$ cat src/rtl/seg_display_reader.sv
// Reads back a time-multiplexed, active-low seven-segment display and publishes the
// shown BCD digits once the same complete scan has repeated STABLE_SCANS times.
module seg_display_reader #(
    parameter int NUM_DIGITS   = 4,
    parameter int STABLE_SCANS = 3
) (
    input  logic                    clk,
    input  logic                    rst_n,
    input  logic                    clear,
    input  logic                    sample_en,
    input  logic [6:0]              seg_in,
    input  logic [NUM_DIGITS-1:0]   an_in,
    output logic [4*NUM_DIGITS-1:0] digits,
    output logic [NUM_DIGITS-1:0]   blank_mask,
    output logic                    valid,
    output logic                    update,
    output logic                    err_pattern,
    output logic                    err_select
);

    localparam int          W          = 4 * NUM_DIGITS;
    localparam logic [3:0]  STABLE_MAX = 4'(STABLE_SCANS);
    localparam logic [3:0]  CODE_BLANK = 4'hF;
    localparam logic [3:0]  CODE_BAD   = 4'hE;

    typedef enum logic {
        ACQUIRE,
        LOCKED
    } state_t;

    state_t                state_q, state_d;
    logic [W-1:0]          scanBuf_q, scanBuf_d;
    logic [W-1:0]          prevScan_q, prevScan_d;
    logic [W-1:0]          digits_q, digits_d;
    logic [NUM_DIGITS-1:0] seen_q, seen_d;
    logic [NUM_DIGITS-1:0] blankMask_q, blankMask_d;
    logic                  scanBad_q, scanBad_d;
    logic [3:0]            stableCnt_q, stableCnt_d;
    logic                  update_q, update_d;
    logic                  errPattern_q, errPattern_d;
    logic                  errSelect_q, errSelect_d;

    logic [3:0]            code;
    logic                  legalSel;
    logic [W-1:0]          newBuf;
    logic [NUM_DIGITS-1:0] newSeen;
    logic                  newBad;
    logic [3:0]            cntNext;
    logic                  publish;

    // Segment bit order is {g,f,e,d,c,b,a}, active low; anything unrecognised maps to CODE_BAD.
    function automatic logic [3:0] decodeSeg(input logic [6:0] seg);
        logic [3:0] result;
        case (seg)
            7'b1000000: result = 4'd0;
            7'b1111001: result = 4'd1;
            7'b0100100: result = 4'd2;
            7'b0110000: result = 4'd3;
            7'b0011001: result = 4'd4;
            7'b0010010: result = 4'd5;
            7'b0000010: result = 4'd6;
            7'b1111000: result = 4'd7;
            7'b0000000: result = 4'd8;
            7'b0011000: result = 4'd9;
            7'b1111111: result = CODE_BLANK;
            default:    result = CODE_BAD;
        endcase
        return result;
    endfunction

    assign code     = decodeSeg(seg_in);
    assign legalSel = $onehot(~an_in);

    always_ff @(posedge clk or negedge rst_n) begin
        if (!rst_n) begin
            state_q      <= ACQUIRE;
            scanBuf_q    <= '1;
            prevScan_q   <= '1;
            digits_q     <= '1;
            seen_q       <= '0;
            blankMask_q  <= '1;
            scanBad_q    <= 1'b0;
            stableCnt_q  <= '0;
            update_q     <= 1'b0;
            errPattern_q <= 1'b0;
            errSelect_q  <= 1'b0;
        end else begin
            state_q      <= state_d;
            scanBuf_q    <= scanBuf_d;
            prevScan_q   <= prevScan_d;
            digits_q     <= digits_d;
            seen_q       <= seen_d;
            blankMask_q  <= blankMask_d;
            scanBad_q    <= scanBad_d;
            stableCnt_q  <= stableCnt_d;
            update_q     <= update_d;
            errPattern_q <= errPattern_d;
            errSelect_q  <= errSelect_d;
        end
    end

    // The completing sample is folded into newBuf so the compare and publish see the whole scan.
    always_comb begin
        state_d      = state_q;
        scanBuf_d    = scanBuf_q;
        prevScan_d   = prevScan_q;
        digits_d     = digits_q;
        seen_d       = seen_q;
        blankMask_d  = blankMask_q;
        scanBad_d    = scanBad_q;
        stableCnt_d  = stableCnt_q;
        update_d     = 1'b0;
        errPattern_d = 1'b0;
        errSelect_d  = 1'b0;
        newBuf       = scanBuf_q;
        newSeen      = seen_q;
        newBad       = scanBad_q;
        cntNext      = stableCnt_q;
        publish      = 1'b0;

        if (clear) begin
            state_d     = ACQUIRE;
            scanBuf_d   = '1;
            prevScan_d  = '1;
            digits_d    = '1;
            seen_d      = '0;
            blankMask_d = '1;
            scanBad_d   = 1'b0;
            stableCnt_d = '0;
        end else if (sample_en) begin
            if (!legalSel) begin
                errSelect_d = 1'b1;
            end else begin
                for (int i = 0; i < NUM_DIGITS; i++) begin
                    if (!an_in[i]) begin
                        newBuf[4*i +: 4] = code;
                        newSeen[i]       = 1'b1;
                    end
                end
                if (code == CODE_BAD) begin
                    newBad       = 1'b1;
                    errPattern_d = 1'b1;
                end
                scanBuf_d = newBuf;
                if (&newSeen) begin
                    if (newBad) begin
                        cntNext = '0;
                    end else if (newBuf == prevScan_q) begin
                        cntNext = (stableCnt_q >= STABLE_MAX) ? STABLE_MAX : stableCnt_q + 4'd1;
                    end else begin
                        cntNext = 4'd1;
                    end
                    stableCnt_d = cntNext;
                    prevScan_d  = newBuf;
                    seen_d      = '0;
                    scanBad_d   = 1'b0;
                    publish     = (cntNext == STABLE_MAX) &&
                                  ((newBuf != digits_q) || (state_q == ACQUIRE));
                end else begin
                    seen_d    = newSeen;
                    scanBad_d = newBad;
                end
            end
        end

        if (publish) begin
            digits_d = newBuf;
            for (int i = 0; i < NUM_DIGITS; i++) begin
                blankMask_d[i] = (newBuf[4*i +: 4] == CODE_BLANK);
            end
            update_d = 1'b1;
            state_d  = LOCKED;
        end
    end

    assign digits      = digits_q;
    assign blank_mask  = blankMask_q;
    assign valid       = (state_q == LOCKED);
    assign update      = update_q;
    assign err_pattern = errPattern_q;
    assign err_select  = errSelect_q;

endmodule

$ cat config.mk
export PLATFORM = sky130hd
export DESIGN_NAME = seg_display_reader
export DESIGN_NICKNAME = d
export VERILOG_FILES = /design/src/rtl/seg_display_reader.sv
export SDC_FILE = /design/constraint.sdc
export NUM_CORES = 1
export LEC_CHECK = 0
export ABC_CLOCK_PERIOD_IN_PS = 2550
export CORE_ASPECT_RATIO = 0.8
export CORE_UTILIZATION = 35
export CTS_CLUSTER_DIAMETER = 80
export DETAILED_ROUTE_END_ITERATION = 10
export DONT_BUFFER_PORTS = 1
export SLEW_MARGIN = 20
export SYNTH_ARGS = -nofsm -noshare
export SYNTH_HDL_FRONTEND = slang
export SYNTH_SLANG_ARGS = --single-unit
$ cat constraint.sdc
create_clock -name clk -period 2.55 [get_ports clk]
set_input_delay 0.255 -clock clk [delete_from_list [all_inputs] [get_ports clk]]
set_output_delay 0.255 -clock clk [all_outputs]
set_load 0.1 [all_outputs]
Word-level counts from Yosys, hierarchy flattened
Index checks and enable logic that the tools add are counted.
Storage, ports and cells
  register bits after elaboration: 65
  bits of input ports: 15
  output and inout port bits: 24
  logic and storage cells: 129
Operators by class
  add/sub/neg operators: 4
  order comparisons: 1
  equal/unequal tests: 19
  muxes and demuxes: 82
  bitwise gates (word level): 2
  reductions and logical operators: 10
Operators by type and width (number)
  $mux 16: 10
  $mux 4: 33
  $pmux 4 s11: 1
  $mux 1: 38
  $eq 7x7->1 const B: 4
  $eq 7x5->1 const B: 3
  $eq 4x4->1 const B: 5
  $eq 16x16->1: 1
  $ne 16x16->1: 1
  $eq 7x6->1 const B: 2
  $reduce_bool 2->1: 4
  $eq 7x2->1 const B: 1
  $logic_not 7->1: 1
  $add 1x1->2: 2
  $add 4x1->4 const B: 1
  $eq 4x2->1 const B: 1
  $ge 4x2->1 const B: 1
  $not 4->4: 1
  $reduce_and 4->1: 1
  $add 2x2->3: 1
  $eq 3x1->1 const B: 1
  $reduce_and 3->1: 1
  $reduce_and 2->1: 1
  $logic_and 1x1->1: 1
  2 further kinds: 2

Logic depth before layout (Yosys ltp)
  depth after elaboration: 21
  depth in mapped cells: 14
  mapped depth without buffers: 12

Worst setup path before layout
OpenSTA, ideal clock, no wires.
  path type: input -> register
  start point: input port an_in[2]
  end point: register blankMask_q[2], in the netlist blank_mask[2]
  library setup time: 82 ps
  arrival: 3350 ps
  required time: 2468 ps
  setup slack: -882 ps
  cell stages on the path: 14
  buffers on the path: 3
  path through: clkbuf_1 inv_2 clkbuf_1 ha_1 ha_1 nor3b_1 nand2_1 or3_1 a2111oi_0 nand2_1 nor4_2 o311ai_2 buf_6 mux2_4
Between the ends
  word-level cells in the longest chain between the ends: 18
  elaborated cells on any way between the ends: 34
RTL lines
  from (decl): RTL line 12  | input logic [NUM_DIGITS-1:0] an_in,
  $mux 4: RTL line 135  | if (!an_in[i]) begin
  $mux 4: RTL line 131  | if (!legalSel) begin
  $mux 4: RTL line 130  | end else if (sample_en) begin
  $mux 4: RTL line 121  | if (clear) begin
  $eq 16x16->1: RTL line 148  | end else if (newBuf == prevScan_q) begin
  $mux 4: RTL line 148
  $mux 4: RTL line 146  | if (newBad) begin
  $mux 4: RTL line 145  | if (&newSeen) begin
  [... 2 more ...]
  $mux 4: RTL line 121
  $eq 4x2->1: RTL line 157  | publish = (cntNext == STABLE_MAX) &&
  $logic_and 1x1->1: RTL line 157
  $mux 1: RTL line 145
  $mux 1: RTL line 131
  $mux 1: RTL line 130
  $mux 1: RTL line 121
  $mux 4 / $reduce_bool 2->1 (equally long branches)
  to (signal assigned): RTL line 93  | blankMask_q <= blankMask_d;
  to (decl): RTL line 36  | logic [NUM_DIGITS-1:0] blankMask_q, blankMask_d;
Parallel ways exist; a longest one is shown, timed or not. The select of a mux whose other input is x is not followed.
A chain may end at the register's enable or synchronous reset.

Final worst setup path
  start point: input port seg_in[0]
  end point: register digits_q[4], in the netlist digits[4]
Between the ends
  word-level cells in the longest chain between the ends: 20
  elaborated cells on any way between the ends: 53
RTL lines
  from (decl): RTL line 11  | input logic [6:0] seg_in,
  $eq 7x7->1, or another cell as far along: RTL line 54  | case (seg)
  $pmux 4 s11 (*): RTL line 54
  $mux 4: RTL line 135
  $mux 4: RTL line 131
  $mux 4: RTL line 130
  $mux 4: RTL line 121
  $eq 16x16->1: RTL line 148
  $mux 4: RTL line 148
  [... 4 more ...]
  $mux 4: RTL line 121
  $eq 4x2->1: RTL line 157
  $logic_and 1x1->1: RTL line 157
  $mux 1: RTL line 145
  $mux 1: RTL line 131
  $mux 1: RTL line 130
  $mux 1: RTL line 121
  $mux 16 / $reduce_bool 2->1 (equally long branches)
  to (signal assigned): RTL line 91  | digits_q <= digits_d;
  to (decl): RTL line 34  | logic [W-1:0] digits_q, digits_d;
Every way passes the cells marked *; elsewhere a longest branch is shown, timed or not. The select of a mux whose other input is x is not followed.

==> summary.md <==
| Metric | Value |
|---|---|
| Status | finished with violations |
| Failing checks | setup timing |
| Die W | 131 µm |
| Yosys warns | 0 |
| Final worst slack | -0.369 ns |
| Post-synthesis sequential area ratio | 0.362 |
| Layout cells sized above 1 | 0.400 |
| Combinational share of power | 0.166 |
| CTS tree | built |
| Routed wire length | 17600 µm |
| Final Skew | 0.00608 ns |
| CP Launch Type | input port |
| Final ANT Viol Nets | 0 |
| Total power after layout | 2.92 mW |
| Syn nets | 557 |
| # rows | 37 |
| Hold WC Path Type | input port to flip-flop |
| Die ar. | 13800 µm² |
| Cell Count, Final, Fillers Out | 848 |
| Nets | 688 |
| Net Sw Power | 776 µW |
| Crit path required time | 2.80 ns |
| Worst Max-Slew Pin Slew | 0.894 ns |
| RSZ-0062 raised after global routing | true |
| Switch share | 0.266 |
| Largest net degree at the start of global routing | 66 |
| Most frequent cells in the layout | buf_4, nor2_1, dfstp_2 |
| Clock Tree Buf Depth | 2 |
| Crit path arrival time | 3.17 ns |
| CTS H-tree depth | 3 |
| Critical path peak fanout | 13 |
| VDD IR max | 0.403 mV |
| DRC Markers | 0 |
| Fin. Hold Viols | 0 |
| Unique masters post-synth | 72 |
| Starting Density | 0.361 |
| Pwr dens | 456 nW/µm² |
| Placed cells | 827 |
| Setup TNS | -6.61 ns |
| Core Region | 13000 µm² |
| Area Growth Syn to Fin | 37.0% |
| Initial drt markers | 489 |
| Slew headroom | 0.404 |
| Syn avg cell area | 8.69 µm² |
| Syn Inst Count | 538 |
| Ant. Diodes | 0 |
| Leakage | 2.71 nW |
| Filler Cell Count | 1256 |
| GP Congestion | 0.959 |
| Register bit count reported by yosys | 65 |
| Max Freq | 0.343 GHz |
| Final Slew Violations | 0 |
| Dpl hpwl | 13300 µm |
| Seq pwr share | 0.381 |
| Internal Power | 2.15 mW |
| Clock power frac | 0.453 |
| Layout Utilization | 0.494 |
| Fin crit period | 2.92 ns |
| Setup Crit Path Kind | input port to flip-flop |
| Via density | 5.69 |
| GRT Util Overall | 0.264 |
| IO Count | 39 |
| Overflow after GRT | 0 |
| WL/cell | 20.8 µm |
| Cts bufs inserted | 9 |
| Tcrit/Tclk final | 1.14 |
| Crit. End Element | flip-flop |
| Port Buf Inserts | 0 |
| Via count | 4826 |
| Number of global-route vias before repair | 4702 |
| Synth Flop Type | dfstp_2 |
| Antenna violations before repair | 0 |
| Worst-skew pair later-pin latency | 0.33 ns |
| EDFF count, synth | 0 |
| Die Y | 105 µm |
| Post-Syn Area | 4680 µm² |
| Setup Viol. Count Final | 23 |
| First-pass GRT wire length | 27500 µm |
| Root buffer cell | clkbuf_16 |
| Clock transition at path regs | 0.06 ns |
| Clock sink total | 65 |
| Most common cell after layout, fill and taps aside | buf_4 |
| Asr flop ratio synth | 1.00 |
| Max Cap Viol | 0 |
| First drt pass iteration count | 5 |
## final cells by class
type                       count  area (µm²)  share of cell area
timing repair buffer         156        1220               0.191
clock buffer                   9         225              0.0351
tap                          175         219              0.0342
multi-input combinational    410        2850               0.445
inverter                      27         101              0.0158
sequential                    65        1690               0.264
clock inverter                 6        92.6              0.0145
## worst paths after layout
check | from | end | slack [ns] | cells past startpoint
setup reg to reg | digits[0] | digits[4] | -0.30 | 11
hold reg to reg | seen_q[3] | seen_q[3] | 0.50 | 2
max in group asynchronous | rst_n | digits[6] | 1.76 | 2
hold / removal | clear | scanBuf_q[14] | 0.04 | 2
min in group asynchronous | rst_n | stableCnt_q[0] | 0.46 | 2
setup / recovery | seg_in[0] | digits[4] | -0.37 | 11
## sequential cells by signal, summed over array words and instances, names as in the netlist, 4 cells and up
signal / flops
blank_mask: 4
prevScan_q: 16
stableCnt_q: 4
seen_q: 4
scanBuf_q: 16
digits: 16
## power by group through the flow
stage                     combinational, mW  sequential [mW]  clock, mW
final                                 0.484             1.11       1.32
after CTS                             0.471             1.11       1.34
after global placement                0.426             1.13          0
after detailed placement              0.431             1.13          0
after floorplan                       0.283             1.12          0
after global routing                  0.527             1.11       1.39
## cells in the mapped netlist (3+ instances only)
cell      number  area, µm²
nand4b_1       3       26.3
nand3_1        7       35.0
nor4_1         7       43.8
or3_1          8       50.1
nand2_1       44        165
inv_1         25       93.8
nand4_1        9       56.3
dfrtp_1       13        325
mux2_2         3       33.8
buf_2          7       35.0
clkbuf_1      23       86.3
mux2_4         8        120
mux2i_1       14        140
nor4b_1        3       26.3
xnor2_1       15        131
buf_4          3       22.5
nor3_1        21        105
o211ai_1       9       67.6
and3_1         3       18.8
nor2b_1        7       43.8
o32ai_1        3       26.3
nor2_1        56        210
nand2b_1       6       37.5
o22ai_1       12       75.1
a21oi_1       35        175
a22oi_1        7       52.6
a211oi_1      12       90.1
dfstp_2       52       1370
o21ai_0       28        140
ha_1           3       37.5
and2_1         3       18.8
a31oi_1        4       25.0
or2_2          7       43.8
xor2_1        20        175
## kinds of logic after synthesis
| kind of cell | synth area share |
|---|---|
| fa+ha+maj | 0.0123 |
| simple gates | 0.211 |
| xor+xnor | 0.0655 |
| flops | 0.362 |
| buf+inv | 0.0581 |
| compound gates | 0.226 |
| mux | 0.0653 |
## worst max-delay path: stages
cell and delay (ns):
or4_1 0.53, o22ai_2 0.21, o21a_1 0.37, o21ai_1 0.17
o21ai_0 0.39, nand4_1 0.18, buf_4 0.20, o311ai_4 0.29
buf_12 0.21, buf_8 0.15, mux2i_1 0.21
## repair_timing
action / in CTS / in global routing
pin swaps: 4 / 1
buffers inserted: 2 / 1
hold buffers: 3 / 0
setup endpoints to repair: 24 / 26
resized for setup: 11 / 6
hold endpoints to repair: 69 / 0
## through the flow
step                      hold slack (ns)  area, µm²  setup WS [ns]
after floorplan                   -0.0406       4760         -0.616
after global placement            -0.0372       5940         -0.732
after detailed placement          -0.0375       5940         -0.792
after CTS                          0.0318       6360         -0.338
after global routing               0.0337       6410         -0.426
final                              0.0412       6410         -0.369
## layer usage
layer,vias up,wire length (µm),global-route usage
met5,-,0,0
met4,0,277,0.0782
met3,22,1300,0.0462
met2,211,7600,0.394
met1,2371,8460,0.384
li1,2222,-,-
Power figures use the tool's default switching activity.
